<file path="config.mk">
export PLATFORM = sky130hd
export DESIGN_NAME = mul_div_sequencer
export DESIGN_NICKNAME = d
export VERILOG_FILES = /design/src/rtl/mul_div_sequencer.sv
export SDC_FILE = /design/constraint.sdc
export NUM_CORES = 1
export LEC_CHECK = 0
export CORE_MARGIN = 2
export CORE_UTILIZATION = 40
export DETAILED_ROUTE_END_ITERATION = 10
export DONT_BUFFER_PORTS = 1
export PLACE_DENSITY_LB_ADDON = 0.05
export SYNTH_ARGS = -nofsm -noshare
export SYNTH_HDL_FRONTEND = slang
export SYNTH_SLANG_ARGS = --single-unit
</file>
<file path="constraint.sdc">
create_clock -name clk -period 1.7 [get_ports clk]
set_input_delay 0.17 -clock clk [delete_from_list [all_inputs] [get_ports clk]]
set_output_delay 0.17 -clock clk [all_outputs]
set_load 0.01 [all_outputs]
</file>
<file path="src/rtl/mul_div_sequencer.sv">
// mul_div_sequencer: unsigned shift-add multiply / restoring divide, one external add/sub ALU op per clock.
module mul_div_sequencer #(
    parameter int DATA_BITS = 8
) (
    input  logic                 clk,
    input  logic                 reset_n,
    input  logic                 start,
    input  logic                 op,
    input  logic [DATA_BITS-1:0] operand_a,
    input  logic [DATA_BITS-1:0] operand_b,
    output logic                 busy,
    output logic                 done,
    output logic [DATA_BITS-1:0] result_hi,
    output logic [DATA_BITS-1:0] result_lo,
    output logic                 div_by_zero,
    output logic [DATA_BITS-1:0] alu_a,
    output logic [DATA_BITS-1:0] alu_b,
    output logic                 alu_cin,
    input  logic [DATA_BITS-1:0] alu_result,
    input  logic                 alu_cout
);
    localparam int CW = $clog2(DATA_BITS + 1);

    typedef enum logic [1:0] {IDLE, MUL, DIV, DONE} state_t;

    state_t               state_q, state_d;
    logic [DATA_BITS-1:0] hi_q, hi_d, lo_q, lo_d, opb_q, opb_d;
    logic [CW-1:0]        count_q, count_d;
    logic                 dbz_q, dbz_d;
    logic [DATA_BITS-1:0] shifted;

    always_ff @(posedge clk) begin
        if (!reset_n) begin
            state_q <= IDLE;
            hi_q    <= '0;
            lo_q    <= '0;
            opb_q   <= '0;
            count_q <= '0;
            dbz_q   <= 1'b0;
        end else begin
            state_q <= state_d;
            hi_q    <= hi_d;
            lo_q    <= lo_d;
            opb_q   <= opb_d;
            count_q <= count_d;
            dbz_q   <= dbz_d;
        end
    end

    assign shifted = {hi_q[DATA_BITS-2:0], lo_q[DATA_BITS-1]};

    // opb_q holds the multiplicand for MUL and the divisor for DIV
    always_comb begin
        state_d = state_q;
        hi_d    = hi_q;
        lo_d    = lo_q;
        opb_d   = opb_q;
        count_d = count_q;
        dbz_d   = dbz_q;
        alu_a   = '0;
        alu_b   = '0;
        alu_cin = 1'b0;
        if (state_q == IDLE || state_q == DONE) begin
            if (start) begin
                dbz_d   = 1'b0;
                count_d = CW'(DATA_BITS);
                opb_d   = op ? operand_b : operand_a;
                if (!op) begin
                    hi_d    = '0;
                    lo_d    = operand_b;
                    state_d = MUL;
                end else if (operand_b != '0) begin
                    hi_d    = '0;
                    lo_d    = operand_a;
                    state_d = DIV;
                end else begin
                    hi_d    = operand_a;
                    lo_d    = '1;
                    dbz_d   = 1'b1;
                    state_d = DONE;
                end
            end else begin
                state_d = IDLE;
            end
        end else begin
            count_d = count_q - CW'(1);
            state_d = (count_q == CW'(1)) ? DONE : state_q;
            if (state_q == MUL) begin
                alu_a        = hi_q;
                alu_b        = lo_q[0] ? opb_q : '0;
                {hi_d, lo_d} = {alu_cout, alu_result, lo_q[DATA_BITS-1:1]};
            end else begin
                alu_a   = shifted;
                alu_b   = opb_q;
                alu_cin = 1'b1;
                hi_d    = (hi_q[DATA_BITS-1] | alu_cout) ? alu_result : shifted;
                lo_d    = {lo_q[DATA_BITS-2:0], hi_q[DATA_BITS-1] | alu_cout};
            end
        end
    end

    assign busy        = (state_q == MUL) || (state_q == DIV);
    assign done        = (state_q == DONE);
    assign result_hi   = hi_q;
    assign result_lo   = lo_q;
    assign div_by_zero = dbz_q;
endmodule

</file>
# Word level (Yosys, flattened, before mapping)
# Index checks and enable logic that the tools add are counted.
classes:
  add_sub_neg: 1
  eq_ne: 5
  mux: 28
  n_bitwise: 1
  n_reduce_logical: 6
op_table:
  columns: ["operator", "n"]
  rows:
  - ["2-to-1 mux 8 bit", 17]
  - ["2-to-1 mux 2 bit", 4]
  - ["2-to-1 mux 4 bit", 2]
  - ["nonzero test 8 bit", 1]
  - ["2-to-1 mux 1 bit", 5]
  - ["equality test 2 bit, second input constant", 2]
  - ["equality test 4 x 1 -> 1 bit, second input constant", 1]
  - ["subtractor 4 x 1 -> 4 bit, second input constant", 1]
  - ["equality test 2 x 1 -> 1 bit, second input constant", 1]
  - ["zero test 2 bit", 1]
  - ["logical OR 1 bit", 2]
  - ["inequality test 2 bit, second input constant", 1]
  - ["AND reduction 2 bit", 1]
  - ["nonzero test 2 bit", 1]
  - ["bitwise OR 1 bit", 1]
word_totals:
  ff_bits: 31
  out_inout_bits: 36
  word_cells: 47

# Longest topological paths before layout
depth:
  depth_word: 5
  ltp_mapped: 7

# Least setup slack after synthesis
# Ideal clock, no wire load.
synth_timing:
  path_kind: "register -> output"
  start: "register state_q[0]"
  end: "output port alu_b[0]"
  arrival_time_ps: 1368
  required_ps: 1530
  setup_slack_ps: 162
  path_stages_with_launch: 7
  path_cell_list: "dfxtp_1 > inv_1 > ha_1 > buf_2 > inv_1 > o21a_1 > and2_1"
synth_between:
  elab_chain_cells: 3
synth_rtl:
  columns: ["item", "line_no", "rtl"]
  rows:
  - ["start: declaration", "26", "state_t state_q, state_d;"]
  - ["start signal: assignment", "41", "state_q <= state_d;"]
  - ["equality test 2 x 1 -> 1 bit (tied with other cells)", "88", "if (state_q == MUL) begin"]
  - ["2-to-1 mux 8 bit / logical OR 1 bit (equally long branches)", "88, 63", null]
  - ["2-to-1 mux 8 bit *", "63", "if (state_q == IDLE || state_q == DONE) begin"]
  - ["end: declaration", "17", "output logic [DATA_BITS-1:0] alu_b,"]
# Mark *: on every way between the ends. The rest lies on a longest branch, timed or not.

# Worst setup path after layout
layout_timing:
  start: "register state_q[0]"
  end: "output port alu_b[1]"
# The elaborated chain is that of the path after synthesis.

==> results.tsv <==
metric	value	unit
asr flop ratio synth	0	%
fmax	616	MHz
Syn Area/Cell	8.29	um^2
most area-consuming cells after synthesis	dfxtp_1, mux2i_1, o211ai_1, nand2_1, o211a_1	
RSZ-0062 raised after global routing	no	
layout cells sized above 1	14.8	%
initial core utilization	41.4	%
post-route ant nets	0	
# setup viols final	0	
Worst Path Required	1.53	ns
DRC	0	
final cycle utilization of the critical path	95.5	%
Unique masters post-synth	42	
GR Util All Layers	20.9	%
net count after synthesis	289	
number of synthesized flops with an enable pin	0	
min cycle time layout	1.62	ns
Core Util, Final	46.9	%
CTS tree	yes	
clock latency on the worst-skew pair	0.28	ns
top-area cell type share of the netlist area	29.4	%
Max-Cap Viols	0	
Row Count	26	
gr ovfl total	0	
Seq/Total Area, Yosys	29.4	%
H-tree depth	2	
cts bufs inserted	5	
CORE AREA	0.00511	mm^2
clock tree buffer depth	2	
drt first pass iters	4	
I/O Buffers	0	
Hold Path Class	in2reg	
dpl cells	314	
Power Density	1770	mW/mm^2
Iter 0 DRT Violations	73	
Die Wd	76.7	um
Area growth syn-to-layout	13.3	%
LEAKAGE	0.000947	uW
Die Y-Extent	76.7	um
Max Slew Vio Count	0	
Worst setup SP type	flop	
CP arrival	1.45	ns
Crit path largest cell delay	0.38	ns
pin count of the biggest net entering global routing	37	
fin cells	326	
IO Count	65	
Clock Tree Root	clkbuf_8	
critical path peak fanout	8	
Syn Std Cell Area	0.00211	mm^2
Crit-path slowest cell	dfxtp_2	
Fin. Hold Viols	0	
antenna violations before repair	0	
wire per inst	19.1	um
Slew headroom	63.5	%
Crit Path Category	reg2out	
Via Count	1890	
skew final	0.00608	ns
Final Cell Area	0.00239	mm^2
Worst-Margin Slew	0.545	ns
CP Cell Sequence	inv_1 > ha_4 > inv_2 > o21a_4 > and2_1	
die area	0.00588	mm^2
placed instance area	0.00219	mm^2
final WL	6220	um
YS warnings	0	
Mapped Cells	255	
vias in the first global route	1800	
RePlAce Congestion	0.770	
first-pass GRT wire length	9740	um
VDD IR-drop max	0.586	mV
Final #Nets	289	
#FFs+latches synth	31	
top_reg_cell synth	dfxtp_1	
Final HPWL DP	4470	um
clk sinks	31	
outcome	finished, final reports clean	
Synth area leader	dfxtp_1	
Diodes inserted	0	
Via-to-Cell Ratio	5.80	
CP Capture Type	output pin	
Clock transition at path regs	0.07	ns
where the power goes:
group	total [uW]	switching, uW	internal (uW)
Clock	757	283	474
Combinational	2150	1130	1020
Sequential	1330	338	995
routing by layer:
metal,part of all wire (%),GRT usage (%),vias to the layer above,wire [um]
met5,0,0,-,0
met4,2.0,7.27,0,125
met3,6.8,6.12,11,421
met2,45,31.5,69,2790
met1,46,28.3,883,2880
li1,-,-,927,-
registers in the layout (all words and copies together) (netlist names):
signal and flops:
div_by_zero 1, opb_q 8, state_q 2, result_hi 8, result_lo 8, count_q 4
final cells by class:
cell class | count | area [um^2]
Clock buffer | 6 | 82.6
Clock inverter | 2 | 35.0
Fill cell | 527 | 2710
Inverter | 14 | 52.6
Multi-Input combinational cell | 186 | 1350
Sequential cell | 31 | 623
Tap cell | 70 | 87.6
Timing Repair Buffer | 17 | 163
critical path, delay by kind of cell, from the launching register on:
| family | cells | cell delay (ns) |
|---|---|---|
| buf+inv | 2 | 0.17 |
| fa+ha+maj | 1 | 0.27 |
| compound gates | 1 | 0.16 |
| flops | 1 | 0.38 |
| simple gates | 1 | 0.18 |
placed cells by master, fill, tap and decap left out, types with 2 or more instances in the layout:
cell type / synthesis / routed
a21oi_1: 9 / 9
nand2b_1: 9 / 9
nand2_1: 28 / 28
o31ai_1: 2 / 2
dfxtp_1: 31 / 29
o22ai_1: 8 / 8
inv_1: 14 / 13
dfxtp_2: 0 / 2
buf_12: 0 / 2
o221ai_1: 7 / 7
ha_1: 5 / 3
and2_1: 10 / 10
buf_4: 2 / 13
clkbuf_8: 0 / 6
a21boi_0: 2 / 2
o211ai_1: 17 / 17
nor2_1: 12 / 11
nor2b_1: 3 / 3
mux2i_1: 15 / 14
ha_4: 0 / 2
o21a_1: 9 / 8
o21ai_0: 9 / 9
a211oi_1: 7 / 7
o211a_1: 8 / 8
nor4_4: 2 / 2
o2bb2ai_1: 8 / 8
cell families (layout without fill, tap and decap cells):
logic type / Yosys count / in the layout / share of synthesized area [%]
and+or+nand+nor: 75 / 75 / 19.8
adders and majority gates: 5 / 5 / 2.96
muxes: 15 / 15 / 7.10
buffers and inverters: 38 / 39 / 8.58
DFF: 31 / 31 / 29.4
AOI/OAI and AO/OA: 91 / 91 / 32.1
path summary, 6_finish.rpt:
path,slack [ns],from,to,cells after the start
worst min register to register,0.49,opb_q[3],opb_q[3],1
worst max-delay path,0.08,state_q[0],alu_b[1],5
worst max register to register,0.15,state_q[0],count_q[3],6
worst min-delay path,0.009,reset_n,state_q[1],1
Yosys cell counts, drive strengths merged (2+ instances only):
cell type  count
nand2b         9
nor4           2
ha             5
inv           14
o31ai          2
a211oi         7
o21ai          9
a21boi         3
o2bb2ai        8
nor2          12
nand4          2
a21oi          9
o211ai        17
clkbuf         7
dfxtp         31
and3b          2
o21a           9
o221ai         7
o211a          8
nand2         29
o22ai          8
mux2i         15
buf           17
nor2b          3
and2          10
metrics by stage:
step                      setup TNS (ns)  total power (uW)  setup WS [ns]  hold slack (ns)
after global placement                 0              3320         0.0384            0.297
after global routing                   0              4550        0.00703          0.00345
after floorplan                        0              2730          0.162            0.360
after CTS                        -0.0429              4170       -0.00681          0.00156
after detailed placement         -0.0261              3320        -0.0115            0.296
final                                  0              4240         0.0768          0.00858
timing repair:
item                                    CTS  global route
endpoints found under the setup margin   24            25
hold buffers                              1             0
hold endpoints to repair                  1             0
buffers inserted                          0             3
gates resized for setup                   7             7
(Power assumes the default switching activity.)
